$ cat src/rtl/pipeline_hazard_ctrl_if.sv
// pipeline_hazard_ctrl_if: hazard/stall/flush control bundle between the pipeline datapath and its controller.
interface pipeline_hazard_ctrl_if;
    logic        id_ex_mem_read;
    logic        id_ex_reg_write;
    logic [4:0]  id_ex_rd;
    logic        ex_is_branch;
    logic        ex_mem_mem_read;
    logic [4:0]  ex_mem_rd;
    logic [31:0] if_id_inst;
    logic        branch_mispredict;
    logic        branch_redirect_id;
    logic        inst_mem_wait;
    logic        data_mem_wait;
    logic [31:0] next_pc;
    logic        if_id_next_valid;
    logic [31:0] pc;
    logic        hazard_stall;
    logic        mem_stall;
    logic [4:0]  flush_mask;
    logic        if_id_load;
    logic        if_id_bubble;
    logic        id_ex_load;
    logic        id_ex_bubble;
    logic        ex_mem_load;
    logic        ex_mem_bubble;
    logic        mem_wb_load;
    logic        mem_wb_bubble;

    modport master (
        output id_ex_mem_read, id_ex_reg_write, id_ex_rd, ex_is_branch, ex_mem_mem_read, ex_mem_rd,
               if_id_inst, branch_mispredict, branch_redirect_id, inst_mem_wait, data_mem_wait,
               next_pc, if_id_next_valid,
        input  pc, hazard_stall, mem_stall, flush_mask, if_id_load, if_id_bubble, id_ex_load,
               id_ex_bubble, ex_mem_load, ex_mem_bubble, mem_wb_load, mem_wb_bubble
    );

    modport slave (
        input  id_ex_mem_read, id_ex_reg_write, id_ex_rd, ex_is_branch, ex_mem_mem_read, ex_mem_rd,
               if_id_inst, branch_mispredict, branch_redirect_id, inst_mem_wait, data_mem_wait,
               next_pc, if_id_next_valid,
        output pc, hazard_stall, mem_stall, flush_mask, if_id_load, if_id_bubble, id_ex_load,
               id_ex_bubble, ex_mem_load, ex_mem_bubble, mem_wb_load, mem_wb_bubble
    );
endinterface

$ cat src/rtl/pipeline_hazard_ctrl.sv
// pipeline_hazard_ctrl: load-use / early-branch hazard detection, memory-wait freeze,
// flush mask, PC register and load/bubble strobes for the 5-stage RV32I pipeline.
module pipeline_hazard_ctrl #(
    parameter logic [31:0] RESET_PC = 32'h8000_0000
) (
    input logic                   clk_10M,
    input logic                   sys_rst,
    pipeline_hazard_ctrl_if.slave hz_io
);
    localparam logic [6:0] OP_LUI   = 7'b0110111;
    localparam logic [6:0] OP_AUIPC = 7'b0010111;
    localparam logic [6:0] OP_JAL   = 7'b1101111;
    localparam logic [6:0] OP_JALR  = 7'b1100111;
    localparam logic [6:0] OP_R     = 7'b0110011;
    localparam logic [6:0] OP_S     = 7'b0100011;
    localparam logic [6:0] OP_B     = 7'b1100011;

    logic [6:0]  opcode;
    logic [4:0]  rs1, rs2;
    logic        use_rs1, use_rs2, id_branch;
    logic        ex_match, mem_match, load_use, branch_haz;
    logic        mispredict, hazard_stall, mem_stall;
    logic [4:0]  flush_mask;
    logic        advance_pc;
    logic [31:0] pc_q, pc_d;
    logic        unused_inst;

    assign opcode      = hz_io.if_id_inst[6:0];
    assign rs1         = hz_io.if_id_inst[19:15];
    assign rs2         = hz_io.if_id_inst[24:20];
    assign unused_inst = ^{hz_io.if_id_inst[31:25], hz_io.if_id_inst[14:7]};

    assign use_rs1   = !(opcode == OP_LUI || opcode == OP_AUIPC || opcode == OP_JAL);
    assign use_rs2   = opcode == OP_R || opcode == OP_S || opcode == OP_B;
    assign id_branch = opcode == OP_B || opcode == OP_JALR;

    // x0 is hardwired, so a write to it can never feed a consumer
    assign ex_match  = hz_io.id_ex_rd != 5'd0 &&
                       ((use_rs1 && hz_io.id_ex_rd == rs1) || (use_rs2 && hz_io.id_ex_rd == rs2));
    assign mem_match = hz_io.ex_mem_rd != 5'd0 &&
                       ((use_rs1 && hz_io.ex_mem_rd == rs1) || (use_rs2 && hz_io.ex_mem_rd == rs2));

    assign load_use     = hz_io.id_ex_mem_read & ex_match;
    assign branch_haz   = id_branch & ((hz_io.id_ex_reg_write & ex_match) |
                                       (hz_io.ex_mem_mem_read & mem_match));
    assign mispredict   = hz_io.branch_mispredict & hz_io.ex_is_branch;
    assign hazard_stall = (load_use | branch_haz) & !mispredict;
    assign mem_stall    = hz_io.inst_mem_wait | hz_io.data_mem_wait;
    assign flush_mask   = {3'b000, mispredict, mispredict | (hz_io.branch_redirect_id & !hazard_stall)};

    // IF/ID and PC share one priority chain: wait > flush > stall > fetch > idle
    assign advance_pc = !mem_stall & (flush_mask[0] | (!hazard_stall & hz_io.if_id_next_valid));
    assign pc_d       = advance_pc ? hz_io.next_pc : pc_q;

    always_ff @(posedge clk_10M or posedge sys_rst) begin
        if (sys_rst) pc_q <= RESET_PC;
        else         pc_q <= pc_d;
    end

    assign hz_io.pc            = pc_q;
    assign hz_io.hazard_stall  = hazard_stall;
    assign hz_io.mem_stall     = mem_stall;
    assign hz_io.flush_mask    = flush_mask;
    assign hz_io.if_id_load    = !mem_stall & !flush_mask[0] & !hazard_stall & hz_io.if_id_next_valid;
    assign hz_io.if_id_bubble  = !mem_stall & (flush_mask[0] | (!hazard_stall & !hz_io.if_id_next_valid));
    assign hz_io.id_ex_load    = !mem_stall & !hazard_stall & !flush_mask[1];
    assign hz_io.id_ex_bubble  = !mem_stall & (hazard_stall | flush_mask[1]);
    assign hz_io.ex_mem_load   = !mem_stall & !flush_mask[2];
    assign hz_io.ex_mem_bubble = !mem_stall & flush_mask[2];
    assign hz_io.mem_wb_load   = !mem_stall & !flush_mask[3];
    assign hz_io.mem_wb_bubble = !mem_stall & flush_mask[3];
endmodule

$ cat src/flat_wrapper.sv
// flat-port wrapper written by rule: the top's interface ports become plain ports
module pipeline_hazard_ctrl_flat 
#(
    parameter logic [31:0] RESET_PC = 32'h8000_0000
)
  (clk_10M, sys_rst, hz_io_id_ex_mem_read, hz_io_id_ex_reg_write, hz_io_id_ex_rd, hz_io_ex_is_branch, hz_io_ex_mem_mem_read, hz_io_ex_mem_rd, hz_io_if_id_inst, hz_io_branch_mispredict, hz_io_branch_redirect_id, hz_io_inst_mem_wait, hz_io_data_mem_wait, hz_io_next_pc, hz_io_if_id_next_valid, hz_io_pc, hz_io_hazard_stall, hz_io_mem_stall, hz_io_flush_mask, hz_io_if_id_load, hz_io_if_id_bubble, hz_io_id_ex_load, hz_io_id_ex_bubble, hz_io_ex_mem_load, hz_io_ex_mem_bubble, hz_io_mem_wb_load, hz_io_mem_wb_bubble);
  pipeline_hazard_ctrl_if hz_io_i ();
  input logic clk_10M;
  input logic sys_rst;
  input wire logic [$bits(hz_io_i.id_ex_mem_read)-1:0] hz_io_id_ex_mem_read;
  input wire logic [$bits(hz_io_i.id_ex_reg_write)-1:0] hz_io_id_ex_reg_write;
  input wire logic [$bits(hz_io_i.id_ex_rd)-1:0] hz_io_id_ex_rd;
  input wire logic [$bits(hz_io_i.ex_is_branch)-1:0] hz_io_ex_is_branch;
  input wire logic [$bits(hz_io_i.ex_mem_mem_read)-1:0] hz_io_ex_mem_mem_read;
  input wire logic [$bits(hz_io_i.ex_mem_rd)-1:0] hz_io_ex_mem_rd;
  input wire logic [$bits(hz_io_i.if_id_inst)-1:0] hz_io_if_id_inst;
  input wire logic [$bits(hz_io_i.branch_mispredict)-1:0] hz_io_branch_mispredict;
  input wire logic [$bits(hz_io_i.branch_redirect_id)-1:0] hz_io_branch_redirect_id;
  input wire logic [$bits(hz_io_i.inst_mem_wait)-1:0] hz_io_inst_mem_wait;
  input wire logic [$bits(hz_io_i.data_mem_wait)-1:0] hz_io_data_mem_wait;
  input wire logic [$bits(hz_io_i.next_pc)-1:0] hz_io_next_pc;
  input wire logic [$bits(hz_io_i.if_id_next_valid)-1:0] hz_io_if_id_next_valid;
  output wire logic [$bits(hz_io_i.pc)-1:0] hz_io_pc;
  output wire logic [$bits(hz_io_i.hazard_stall)-1:0] hz_io_hazard_stall;
  output wire logic [$bits(hz_io_i.mem_stall)-1:0] hz_io_mem_stall;
  output wire logic [$bits(hz_io_i.flush_mask)-1:0] hz_io_flush_mask;
  output wire logic [$bits(hz_io_i.if_id_load)-1:0] hz_io_if_id_load;
  output wire logic [$bits(hz_io_i.if_id_bubble)-1:0] hz_io_if_id_bubble;
  output wire logic [$bits(hz_io_i.id_ex_load)-1:0] hz_io_id_ex_load;
  output wire logic [$bits(hz_io_i.id_ex_bubble)-1:0] hz_io_id_ex_bubble;
  output wire logic [$bits(hz_io_i.ex_mem_load)-1:0] hz_io_ex_mem_load;
  output wire logic [$bits(hz_io_i.ex_mem_bubble)-1:0] hz_io_ex_mem_bubble;
  output wire logic [$bits(hz_io_i.mem_wb_load)-1:0] hz_io_mem_wb_load;
  output wire logic [$bits(hz_io_i.mem_wb_bubble)-1:0] hz_io_mem_wb_bubble;
  assign hz_io_i.id_ex_mem_read = hz_io_id_ex_mem_read;
  assign hz_io_i.id_ex_reg_write = hz_io_id_ex_reg_write;
  assign hz_io_i.id_ex_rd = hz_io_id_ex_rd;
  assign hz_io_i.ex_is_branch = hz_io_ex_is_branch;
  assign hz_io_i.ex_mem_mem_read = hz_io_ex_mem_mem_read;
  assign hz_io_i.ex_mem_rd = hz_io_ex_mem_rd;
  assign hz_io_i.if_id_inst = hz_io_if_id_inst;
  assign hz_io_i.branch_mispredict = hz_io_branch_mispredict;
  assign hz_io_i.branch_redirect_id = hz_io_branch_redirect_id;
  assign hz_io_i.inst_mem_wait = hz_io_inst_mem_wait;
  assign hz_io_i.data_mem_wait = hz_io_data_mem_wait;
  assign hz_io_i.next_pc = hz_io_next_pc;
  assign hz_io_i.if_id_next_valid = hz_io_if_id_next_valid;
  assign hz_io_pc = hz_io_i.pc;
  assign hz_io_hazard_stall = hz_io_i.hazard_stall;
  assign hz_io_mem_stall = hz_io_i.mem_stall;
  assign hz_io_flush_mask = hz_io_i.flush_mask;
  assign hz_io_if_id_load = hz_io_i.if_id_load;
  assign hz_io_if_id_bubble = hz_io_i.if_id_bubble;
  assign hz_io_id_ex_load = hz_io_i.id_ex_load;
  assign hz_io_id_ex_bubble = hz_io_i.id_ex_bubble;
  assign hz_io_ex_mem_load = hz_io_i.ex_mem_load;
  assign hz_io_ex_mem_bubble = hz_io_i.ex_mem_bubble;
  assign hz_io_mem_wb_load = hz_io_i.mem_wb_load;
  assign hz_io_mem_wb_bubble = hz_io_i.mem_wb_bubble;
  pipeline_hazard_ctrl #(.RESET_PC(RESET_PC)) u_core (.clk_10M(clk_10M), .sys_rst(sys_rst), .hz_io(hz_io_i));
endmodule
$ cat config.mk
export PLATFORM = sky130hd
export DESIGN_NAME = pipeline_hazard_ctrl_flat
export DESIGN_NICKNAME = d
export VERILOG_FILES = /design/src/rtl/pipeline_hazard_ctrl_if.sv /design/src/rtl/pipeline_hazard_ctrl.sv /design/src/flat_wrapper.sv
export SDC_FILE = /design/constraint.sdc
export NUM_CORES = 1
export LEC_CHECK = 0
export ABC_AREA = 0
export BUFFER_PORTS_ARGS = -buffer_cell sky130_fd_sc_hd__clkbuf_2
export CAP_MARGIN = 10
export CORE_ASPECT_RATIO = 0.5
export CORE_MARGIN = 2
export CORE_UTILIZATION = 45
export CTS_BUF_LIST = sky130_fd_sc_hd__clkbuf_4 sky130_fd_sc_hd__clkbuf_8
export DETAILED_ROUTE_END_ITERATION = 12
export GPL_ROUTABILITY_DRIVEN = 0
export PLACE_DENSITY = 0.79
export SLEW_MARGIN = 20
export SYNTH_ARGS = -nofsm -noshare
export SYNTH_HDL_FRONTEND = slang
export SYNTH_SLANG_ARGS = --single-unit
$ cat constraint.sdc
create_clock -name clk_10M -period 2.5 [get_ports clk_10M]
set_input_delay 0.25 -clock clk_10M [delete_from_list [all_inputs] [get_ports clk_10M]]
set_output_delay 0.25 -clock clk_10M [all_outputs]
set_load 0.005 [all_outputs]
-- Word level (Yosys, flattened, before mapping)
Index checks and enable logic that the tools add are counted.
- register bits: 32
- input port bits: 85
- word-level logic and storage cells: 57
- equality and inequality tests: 11
- bitwise logic cells: 24
- reductions and logical operators: 21
- operators by type and width (operator ; number):
    == test 7 x 6 -> 1 bit (second input constant) ; 3
    == test 7 bit (second input constant) ; 3
    == test 5 bit ; 4
    bitwise AND 1 bit ; 17
    nonzero test 5 bit ; 2
    == test 7 x 5 -> 1 bit (second input constant) ; 1
    logical OR 1 bit ; 7
    OR 1 bit ; 7
    logical AND 1 bit ; 6
    zero test 1 bit ; 6

-- Longest topological paths before layout
- depth in word-level cells: 19
- mapped depth: 8
- gate-level depth less buffers: 6

-- Least setup slack after synthesis
Ideal clock, no wire load.
- kind: input-to-output
- start point: input hz_io_if_id_inst[3]
- end point: output hz_io_id_ex_bubble
- data arrival time: 1.582 ns
- data required time: 2.250 ns
- setup slack: 0.668 ns
- cell stages on the path: 8
- buffers on the path: 2
- cells stage by stage: and4b_1 -> nand2_1 -> nor4_2 -> o21ai_2 -> and2_4 -> buf_12 -> buf_12 -> a21oi_2
- longest elaborated chain between the ends: 14
- elaborated cells between the ends (all ways): 30
- classes of those cells: 7 x eq/ne; 9 x bitwise; 14 x reduce/logical
- ends and longest elaborated chain (element ; line ; text):
    from (decl) ; flat_wrapper.sv:16 ; input wire logic [$bits(hz_io_i.if_id_inst)-1:0] hz_io_if_id_inst;
    == test 7 x 6 -> 1 bit or == test 7 x 5 -> 1 bit (tied branches) ; pipeline_hazard_ctrl.sv:33 ; assign use_rs1 = !(opcode == OP_LUI || opcode == OP_AUIPC || opcode == OP_JAL);
    logical OR 1 bit (2 in a row) ; pipeline_hazard_ctrl.sv:33 ;
    zero test 1 bit ; pipeline_hazard_ctrl.sv:33 ;
    logical AND 1 bit, on equally long branches ; pipeline_hazard_ctrl.sv:39, pipeline_hazard_ctrl.sv:41 ;
    logical OR 1 bit, on equally long branches ; pipeline_hazard_ctrl.sv:39, pipeline_hazard_ctrl.sv:41 ;
    logical AND 1 bit, on equally long branches ; pipeline_hazard_ctrl.sv:38, pipeline_hazard_ctrl.sv:40 ;
    bitwise AND 1 bit, on equally long branches ; pipeline_hazard_ctrl.sv:44, pipeline_hazard_ctrl.sv:45 ;
    OR 1 bit ; pipeline_hazard_ctrl.sv:44 ; assign branch_haz = id_branch & ((hz_io.id_ex_reg_write & ex_match) |
    bitwise AND 1 bit ; pipeline_hazard_ctrl.sv:44 ;
    OR 1 bit (*) ; pipeline_hazard_ctrl.sv:47 ; assign hazard_stall = (load_use | branch_haz) & !mispredict;
    bitwise AND 1 bit (*) ; pipeline_hazard_ctrl.sv:47 ;
    OR 1 bit (*) ; pipeline_hazard_ctrl.sv:67 ; assign hz_io.id_ex_bubble = !mem_stall & (hazard_stall | flush_mask[1]);
    bitwise AND 1 bit (*) ; pipeline_hazard_ctrl.sv:67 ;
    to (decl) ; flat_wrapper.sv:30 ; output wire logic [$bits(hz_io_i.id_ex_bubble)-1:0] hz_io_id_ex_bubble;
Mark *: on every way between the ends. The rest lies on a longest branch, timed or not.

-- Final worst setup path
- start point: input hz_io_if_id_inst[3]
- end point: output hz_io_flush_mask[0]
- longest elaborated chain between the ends: 15
- elaborated cells between the ends (all ways): 31
- classes of those cells: 7 x eq/ne; 9 x bitwise; 15 x reduce/logical
- ends and longest elaborated chain (element ; line ; text):
    == test 7 x 6 -> 1 bit or == test 7 x 5 -> 1 bit (tied branches) ; pipeline_hazard_ctrl.sv:33 ;
    logical OR 1 bit (2 in a row) ; pipeline_hazard_ctrl.sv:33 ;
    zero test 1 bit ; pipeline_hazard_ctrl.sv:33 ;
    logical AND 1 bit, on equally long branches ; pipeline_hazard_ctrl.sv:39, pipeline_hazard_ctrl.sv:41 ;
    logical OR 1 bit, on equally long branches ; pipeline_hazard_ctrl.sv:39, pipeline_hazard_ctrl.sv:41 ;
    logical AND 1 bit, on equally long branches ; pipeline_hazard_ctrl.sv:38, pipeline_hazard_ctrl.sv:40 ;
    bitwise AND 1 bit, on equally long branches ; pipeline_hazard_ctrl.sv:44, pipeline_hazard_ctrl.sv:45 ;
    OR 1 bit ; pipeline_hazard_ctrl.sv:44 ;
    bitwise AND 1 bit ; pipeline_hazard_ctrl.sv:44 ;
    OR 1 bit (*) ; pipeline_hazard_ctrl.sv:47 ;
    bitwise AND 1 bit (*) ; pipeline_hazard_ctrl.sv:47 ;
    zero test 1 bit (*) ; pipeline_hazard_ctrl.sv:49 ; assign flush_mask = {3'b000, mispredict, mispredict | (hz_io.branch_redirect_id & !hazard_stall)};
    bitwise AND 1 bit (*) ; pipeline_hazard_ctrl.sv:49 ;
    OR 1 bit (*) ; pipeline_hazard_ctrl.sv:49 ;
    to (decl) ; flat_wrapper.sv:26 ; output wire logic [$bits(hz_io_i.flush_mask)-1:0] hz_io_flush_mask;
Marks and branches as above.

==> impl_metrics.tcl <==
set metrics [dict create \
    ios 132 \
    fin_setup_tns_ns 0 \
    slew_violations 0 \
    dp_hpwl_mm 5.40 \
    cts_hold_buf 0 \
    port_buffers 111 \
    core_sq_mm 0.00554 \
    cp_data_arrival_time_ns 1.81 \
    syn_area_per_cell_sq_um 8.96 \
    peakVddDrop_v 0.000288 \
    final.min_clock_period_ns 2.06 \
    wl_per_cell_microns 16.2 \
    finalHoldViolations 0 \
    fmax_mhz 486 \
    grt_overflow_total 0 \
    drt_pass1_iterations 4 \
    final_common_cell "clkbuf_2" \
    fin_crit_sh_pct 82.4 \
    synth_top_family_by_area "compound AO/OA/AOI/OAI gates" \
    synthAdderAreaFrac_pct 0 \
    combPwrFrac_pct 35.5 \
    endpoint_kind "primary output" \
    maxCapViolations 0 \
    viasPerCell 5.98 \
    synth_warnings 0 \
    final_nets 476 \
    leakagePower_nw 1.53 \
    cts_buffers 5 \
    outcome "complete, no violations" \
    critical_path_class "in -> out" \
    antenna_found_initial 0 \
    clockBufferDepth 2 \
    drt_wl_total_mm 7.52 \
    drt_iter0_markers 155 \
    grt_pass1_vias 2703 \
    syn_to_final_growth_pct 24.0 \
    root_buffer "clkbuf_8" \
    rsz0062_at_grt "false" \
    finalPower_w 0.00178 \
    power.density_mw_per_mm2 549 \
    max_slew.worst_pin.slew_ns 0.749 \
    final_core_util_pct 58.4 \
    htreeDepth 2 \
    largest_reg_flops 32 \
    diodes 0 \
    grt_max_degree 40 \
    synth_cells 291 \
    slew_headroom_pct 50.0 \
    ys_types 32 \
    async_flop_share_pct 100 \
    power_frac_clock_pct 21.7 \
    cts_tree "yes" \
    grt_pass1_wl_mm 12.4 \
    final_cell_mix "clkbuf_2, a21oi_1, nand2_1" \
    std_cell_rows 19 \
    cellInternalPower_w 0.00115 \
    post_cts_buffers 0 \
    dp_slack_ns 0.429 \
    cp_max_fo 11 \
    syn_area_sq_mm 0.00261 \
    layout-drive-gt1-share_pct 42.7 \
    synth_xor_xnor_area_share_pct 6.72 \
    cp-start-kind "input pin" \
    synth-compound-area-share_pct 34.1 \
    skew_ns 0 \
    cts_resized 0 \
    ys_ff_latch 32 \
    swShare_pct 35.2 \
    final-setup-viol-count 0 \
    synth_mux_area_share_pct 0 \
    ant_nets 0 \
    synth_simple_gate_area_share_pct 19.3 \
    drc 0 \
    p_switching_w 0.000625 \
    die_h_microns 57.8 \
    vias 2773 \
    clkLatencyLatePin_ns 0.27 \
    globalRouteTotalUtil_pct 22.9 \
    hold_path.class "in -> async" \
    numClockSinks 32 \
    initial_utilization_pct 47.1 \
    die_w_microns 112 \
    synth_edf_count 0 \
    required_ns 2.25 \
    p_seq_share_pct 42.8 \
    fin_ws_ns 0.440 \
    synth_ff_type "dfrtp_1" \
    die_area_sq_mm 0.00646 \
    ys_seq_area_share_pct 30.8 \
    path_clk_slew_ns 0.07 \
]
[per-layer routing]
layer  routed length [microns]  part of all wire, %  track usage, %
met1                      3220                   43            30.0
met2                      3790                   50            39.6
met3                       495                  6.6            5.75
met4                        19                 0.25            4.59
met5                         0                    0               0
[critical path, stage by stage]
cell	delay [ns]
clkbuf_2	0.09
or3b_1	0.38
a21oi_2	0.18
nor4_1	0.09
o21ai_2	0.25
and2_4	0.32
a21o_1	0.15
clkbuf_2	0.10
[final cells by class]
type | instances | area, sq um
tap | 73 | 91.3
multi-input combinational | 227 | 1600
inverter | 3 | 11.3
fill | 505 | 2310
sequential | 32 | 802
clock buffer | 6 | 76.3
clock inverter | 1 | 5.00
timing repair buffer | 122 | 651
[Yosys cell counts (all sizes together) (2+ instances only)]
cell,count,area share (%)
a21oi,38,7.6
nand2,35,5.0
nor3,4,0.77
nor4,5,1.4
nand3,7,1.3
a22o,32,11
inv,3,0.43
nor2,6,0.86
o21ai,2,0.67
nand4,32,7.7
clkbuf,16,2.3
dfrtp,31,30
o211ai,32,15
xnor2,12,4.0
buf,17,6.2
xor2,8,2.7
[metrics by stage]
stage,std cells,hold slack (ns),instance area (sq um)
3_5_place_dp,457,0.349,3150
3_3_place_gp,457,0.342,3150
4_1_cts,464,0.0518,3230
2_1_floorplan,295,0.365,2620
5_1_grt,464,0.0756,3230
6_report,464,0.0427,3230
[final timing paths]
kind	from	endpoint	slack, ns	cells past startpoint
min in group clk_10M	hz_io_next_pc[31]	u_core.hz_io.pc[31]	0.22	3
max in group asynchronous	sys_rst	u_core.hz_io.pc[31]	2.12	3
worst max-delay path	hz_io_if_id_inst[3]	hz_io_flush_mask[0]	0.44	8
worst min-delay path	sys_rst	u_core.hz_io.pc[3]	0.04	3
worst max register to register	u_core.hz_io.pc[24]	u_core.hz_io.pc[24]	1.43	3
worst min register to register	u_core.hz_io.pc[31]	u_core.hz_io.pc[31]	0.52	2
[power by group through the flow]
stage | sequential [W] | combinational (W) | clock [W]
after detailed placement | 0.000766 | 0.000636 | 0
final | 0.000761 | 0.000630 | 0.000386
after CTS | 0.000758 | 0.000636 | 0.000391
after floorplan | 0.000754 | 0.000375 | 0
after global placement | 0.000753 | 0.000607 | 0
after global routing | 0.000779 | 0.000698 | 0.000420
[kinds of logic (layout without fill, tap and decap cells)]
group           Yosys count  in the layout
compound gates          106            106
simple gates             96             96
buf+inv                  36            132
flops                    32             32
xor+xnor                 20             20
other cells               1              5
Power figures use the tool's default switching activity.
